--- src/rtl/irq_pending_arbiter.sv ---
`default_nettype none
// ============================================================================
// Module   : irq_pending_arbiter
// Purpose  : Captures rising edges on 8 interrupt lines into a sticky pending
//            register. Presents the highest-priority unmasked pending line
//            (bit 7 highest) as a 3-bit id with a valid/ack handshake.
// Config   : Define IRQ_SYNC_EN to put a SYNC_STAGES-flop synchronizer on each
//            line. When it is undefined, irq_in must already be synchronous to
//            clk.
// Revision : 1.0 - initial release
// ============================================================================
module irq_pending_arbiter #(
  parameter int SYNC_STAGES = 2
) (
  input  logic       clk,
  input  logic       rst_n,
  input  logic [7:0] irq_in,
  input  logic [7:0] mask,
  input  logic       clr_all,
  input  logic       ack,
  output logic       irq_valid,
  output logic [2:0] irq_id,
  output logic [7:0] pending
);

  typedef enum logic [0:0] {
    ST_IDLE    = 1'b0,
    ST_PRESENT = 1'b1
  } state_t;

  // Lines that are already high when reset releases must not produce events.
  // Edge detection is therefore held off until the line history has filled
  // with post-reset samples. With the synchronizer, this takes the chain
  // depth plus the previous-sample flop.
`ifdef IRQ_SYNC_EN
  localparam int WARM = SYNC_STAGES + 1;
`else
  localparam int WARM = 1;
`endif
  localparam int WARM_W = $clog2(SYNC_STAGES + 2);

  logic [7:0]        line_s;
  logic [7:0]        line_prev;
  logic [7:0]        evt;
  logic [7:0]        req;
  logic [7:0]        clr_vec;
  logic [2:0]        top_id;
  logic [WARM_W-1:0] warm_cnt;
  logic              armed;
  state_t            state;

`ifdef IRQ_SYNC_EN
  logic [7:0] sync_q [SYNC_STAGES];

  // Multi-flop synchronizer per interrupt line
  always_ff @(posedge clk or negedge rst_n) begin
    if (!rst_n) begin
      for (int i = 0; i < SYNC_STAGES; i++) sync_q[i] <= '0;
    end else begin
      sync_q[0] <= irq_in;
      for (int i = 1; i < SYNC_STAGES; i++) sync_q[i] <= sync_q[i-1];
    end
  end

  assign line_s = sync_q[SYNC_STAGES-1];
`else
  assign line_s = irq_in;
`endif

  assign armed = (warm_cnt == WARM_W'(WARM));
  assign evt   = armed ? (line_s & ~line_prev) : 8'h00;
  assign req   = pending & mask;

  // Previous line sample and post-reset warm-up counter
  always_ff @(posedge clk or negedge rst_n) begin
    if (!rst_n) begin
      line_prev <= '0;
      warm_cnt  <= '0;
    end else begin
      line_prev <= line_s;
      if (!armed) warm_cnt <= warm_cnt + WARM_W'(1);
    end
  end

  // Bit to retire when the presented id is accepted
  always_comb begin
    clr_vec = 8'h00;
    if (irq_valid && ack) clr_vec = 8'h01 << irq_id;
  end

  // Highest set bit of the unmasked requests; the later loop iterations win
  always_comb begin
    top_id = 3'd0;
    for (int i = 0; i < 8; i++) begin
      if (req[i]) top_id = 3'(i);
    end
  end

  // Sticky pending register; a fresh event beats both ack-clear and clr_all
  always_ff @(posedge clk or negedge rst_n) begin
    if (!rst_n) pending <= 8'h00;
    else if (clr_all) pending <= evt;
    else pending <= (pending & ~clr_vec) | evt;
  end

  // Present/accept handshake; the id is frozen while presented
  always_ff @(posedge clk or negedge rst_n) begin
    if (!rst_n) begin
      state     <= ST_IDLE;
      irq_valid <= 1'b0;
      irq_id    <= 3'd0;
    end else begin
      case (state)
        ST_IDLE: begin
          if (|req) begin
            irq_id    <= top_id;
            irq_valid <= 1'b1;
            state     <= ST_PRESENT;
          end
        end
        ST_PRESENT: begin
          if (ack || clr_all) begin
            irq_valid <= 1'b0;
            state     <= ST_IDLE;
          end
        end
        default: begin
          irq_valid <= 1'b0;
          state     <= ST_IDLE;
        end
      endcase
    end
  end

endmodule
`default_nettype wire

--- config.mk ---
export PLATFORM = sky130hd
export DESIGN_NAME = irq_pending_arbiter
export DESIGN_NICKNAME = d
export VERILOG_FILES = /design/src/rtl/irq_pending_arbiter.sv
export SDC_FILE = /design/constraint.sdc
export NUM_CORES = 1
export LEC_CHECK = 0
export ABC_AREA = 1
export CAP_MARGIN = 0
export CORE_MARGIN = 5
export CORE_UTILIZATION = 40
export DETAILED_ROUTE_END_ITERATION = 10
export GPL_TIMING_DRIVEN = 0
export PLACE_DENSITY = 0.74
export SYNTH_ARGS = -nofsm -noshare
export SYNTH_HDL_FRONTEND = slang
export SYNTH_SLANG_ARGS = --single-unit
--- constraint.sdc ---
create_clock -name clk -period 1.1 [get_ports clk]
set_input_delay 0.22 -clock clk [delete_from_list [all_inputs] [get_ports clk]]
set_output_delay 0.22 -clock clk [all_outputs]
set_load 0.005 [all_outputs]
==> metrics.md <==
| Metric | Value |
|---|---|
| Worst Setup End Kind | flop |
| Initial Utilization | 42.7% |
| Average routed wire per standard cell | 14.8 µm |
| Final setup slack of the worst path | -0.121 ns |
| Cell area after placement | 1310 µm² |
| TritonCTS buffer count | 3 |
| Kind of critical path | reg2reg |
| DRC violation count after routing | 0 |
| Number of instances in the placed design | 159 |
| Biggest fanout along the worst timing path | 4 |
| Count of nets after finishing | 177 |
| H-tree depth reported by CTS | 1 |
| CP required | 1.32 ns |
| Number of setup violations in the final report | 7 |
| Number of antenna violations at the first check in global routing | 0 |
| Critical Path, Cell by Cell | buf_6 > nand2_4 > nand2_4 > nor2_4 > nand2_2 > nand2_4 > inv_2 > nor2_2 > nor2_1 |
| Area fraction of the dominant cell type after synthesis | 59.2% |
| Max Clock Freq | 0.819 GHz |
| Multi-input combinational cell area | 438 µm² |
| Part of the total power dissipated in combinational logic | 39.6% |
| Number of standard cells after synthesis | 101 |
| First-iteration detailed-routing DRC count | 17 |
| Detailed placement HPWL | 1740 µm |
| Portion of the post-synthesis area used by sequential elements | 59.2% |
| Number of buffers inserted for hold repair after clock tree synthesis | 0 |
| Filler Cell Count | 183 |
| Distinct cell type count after synthesis | 18 |
| Headroom to the max-slew limit | 30.3% |
| Die height | 59.3 µm |
| Total wire length after detailed routing | 2720 µm |
| Fraction of the cycle the final worst path needs | 111% |
| Buffers from clock root to sink, at most | 2 |
| Area Overhead vs Synth | 58.4% |
| Internal portion of total power | 1.56 mW |
| Ys Warns | 0 |
| Cell area after synthesis | 972 µm² |
| Total inserted antenna cells | 0 |
| Root Buffer | clkbuf_4 |
| Number of sinks driven by the clock tree | 23 |
| Top cells by area in the synthesized netlist | dfrtp_1 (59%), nand2_1 (10%), o22ai_1 (5.8%), nand2_2 (5.1%), o21ai_0 (5.1%) |
| Vias per inst | 5.05 |
| Violated checks | negative setup slack |
| Transition time of the tightest slew-check pin | 1.05 ns |
| Remaining antenna violation count | 0 |
| Fin. Hold Viols | 0 |
| Path category of the worst min-delay check | in2async |
| Buffering stage count on the worst path with inverters included | 2 |
| Kind of launch point of the worst setup path | flop |
| Critical Path Most Common Cell | nand2_4 |
| Final Util | 67.7% |
| Core ar. | 2280 µm² |
| Data arrival, critical path | 1.44 ns |
| Total Power Consumption | 2.39 mW |
| Result of the run | finished with violations |
| Number of iterations in the first detailed-routing pass | 4 |
| Fin Setup TNS | -0.436 ns |
| CP max-delay cell | dfrtp_1 |
| Sw Pwr | 0.833 mW |
| Cell area power density | 1550 nW/µm² |
| Cell type group with the largest total delay on the critical path | simple AND/OR/NAND/NOR gates |
| Count of standard-cell rows | 17 |
| Clock insertion delay at the later pin of the skew report | 0.32 ns |
| Number of synthesized register bits | 23 |
| Setup repair after global routing missed its margin | yes |
| Portion of total power attributed to the clock network | 17.2% |
| Clock transition at the registers of the reported paths | 0.13 ns |
| Total GRT Usage | 15.9% |
| Worst setup slack for register-to-register paths | -0.12 ns |
| Pin count of the biggest net entering global routing | 24 |
| Number of top-level pins | 32 |
| Maximum capacitance violations | 0 |
| Part of the power in registers | 43.2% |
| IO buf count | 30 |
| Post-layout min period | 1.22 ns |
| Share of cells above drive strength 1 | 40.0% |
| Delay of the slowest cell on the worst path | 0.43 ns |
| Syn_nets | 122 |
| GRT overflow | 0 |
| Worst IR drop on VDD | 1.14 mV |
| Synth area leader | dfrtp_1 |
| Mapped Avg Cell Area | 9.63 µm² |
| Area taken by flip-flops and latches | 576 µm² |
| Final GP Congestion | 0.814 |
| Setup clock skew after layout | 0.00152 ns |
| Switching share of power | 34.8% |
| Layout Cells excl Fill | 183 |
| Static leakage | 0.770 nW |
| Number of vias in the routed layout | 924 |
| Final Max Tran Viols | 0 |
| Vias in the first global route | 949 |
| CTS tree | done |
| Post-route standard cell area excluding fillers | 1540 µm² |
| Wire length of the first global-routing pass | 4180 µm |
| Width of the die | 59.3 µm |
| Area enclosed by the die boundary | 3520 µm² |
-- state kept, by name, indices dropped and copies added (netlist names) --
signal / count
state: 1
irq_id: 3
pending: 8
line_prev: 8
irq_valid: 1
warm_cnt: 2
-- worst paths after layout --
| path | startpoint | endpoint | cells past startpoint |
|---|---|---|---|
| hold reg to reg | line_prev[5]$_DFF_PN0_ | pending[5]$_DFF_PN0_ | 1 |
| max in group asynchronous | rst_n | pending[5]$_DFF_PN0_ | 1 |
| setup / recovery | pending[3]$_DFF_PN0_ | irq_valid$_DFFE_PN0P_ | 9 |
| min in group clk | clr_all | pending[1]$_DFF_PN0_ | 2 |
| hold / removal | rst_n | state$_DFF_PN0_ | 1 |
| setup reg to reg | pending[3]$_DFF_PN0_ | irq_valid$_DFFE_PN0P_ | 9 |
-- placed cells by master, fill, tap and decap left out --
master           netlist  final
o22ai_1                9      9
nand2_1               26     19
clkdlybuf4s50_1        0     17
clkbuf_4               0      3
buf_2                  2     12
xnor2_1                1      1
o21ai_1                0      6
buf_4                  0     13
dfrtp_1               23     23
ha_4                   0      1
nor2_2                 2      2
a31oi_1                2      2
clkinvlp_4             0      1
a21oi_1                1      1
nand2_2                8      7
inv_1                  7      7
inv_2                  1      1
a21oi_2                1      1
o21ai_2                0      1
clkbuf_2               0      1
nand2_4                1      9
buf_6                  0      8
o21ai_0               10      3
nor2_4                 1      2
nor2_1                 4      3
dlygate4sd2_1          0      1
nand3_1                1      1
-- cell usage after synthesis, drive strengths merged --
master and n:
dfrtp 23, buf 2, o21ai 10, inv 8, o22ai 9, ha 1, nor2 7, a31oi 2
a21oi 2, nand2 35, nand3 1, xnor2 1
-- through the flow --
stage | worst slack, ns | hold slack (ns)
3_3_place_gp | -0.345 | 0.420
4_1_cts | -0.0933 | 0.212
3_5_place_dp | -0.378 | 0.432
2_1_floorplan | 0.0375 | -0.0756
6_report | -0.121 | 0.182
5_1_grt | -0.199 | 0.218
-- layer usage --
metal	wire length, µm	global-route usage (%)	part of all wire (%)
met1	1070	19.5	39
met2	1450	26.5	53
met3	158	5.45	5.8
met4	37	3.88	1.4
met5	0	0	0
-- timing repair --
item	4_1_cts	5_1_grt
pin swaps	10	4
setup endpoints to repair	46	24
resized for setup	67	18
setup buffers	17	2
gates cloned	0	1
-- area by class of cell --
type	count	share of cell area, %
Buffer	2	1.06
Clock buffer	3	1.46
Clock inverter	1	0.487
Inverter	8	1.95
Multi-Input combinational cell	68	28.4
Sequential cell	23	37.4
Tap cell	28	2.27
Timing Repair Buffer	50	27.0
-- power by group through the flow --
stage / registers, mW / logic, mW / clock network (mW)
finish: 1.03 / 0.947 / 0.410
CTS: 1.03 / 0.870 / 0.417
global placement: 1.09 / 0.655 / 0
floorplan: 1.08 / 0.304 / 0
detailed placement: 1.10 / 0.674 / 0
global route: 1.05 / 1.03 / 0.467
-- cells by family (layout without fill, tap and decap cells) --
logic type / Yosys count / in the layout / synth area share (%)
buf+inv: 10 / 64 / 4.12
compound gates: 23 / 23 / 13.6
simple gates: 43 / 43 / 20.8
flops: 23 / 23 / 59.2
xor+xnor: 1 / 1 / 0.901
fa+ha+maj: 1 / 1 / 1.29
Power figures use the tool's default switching activity.
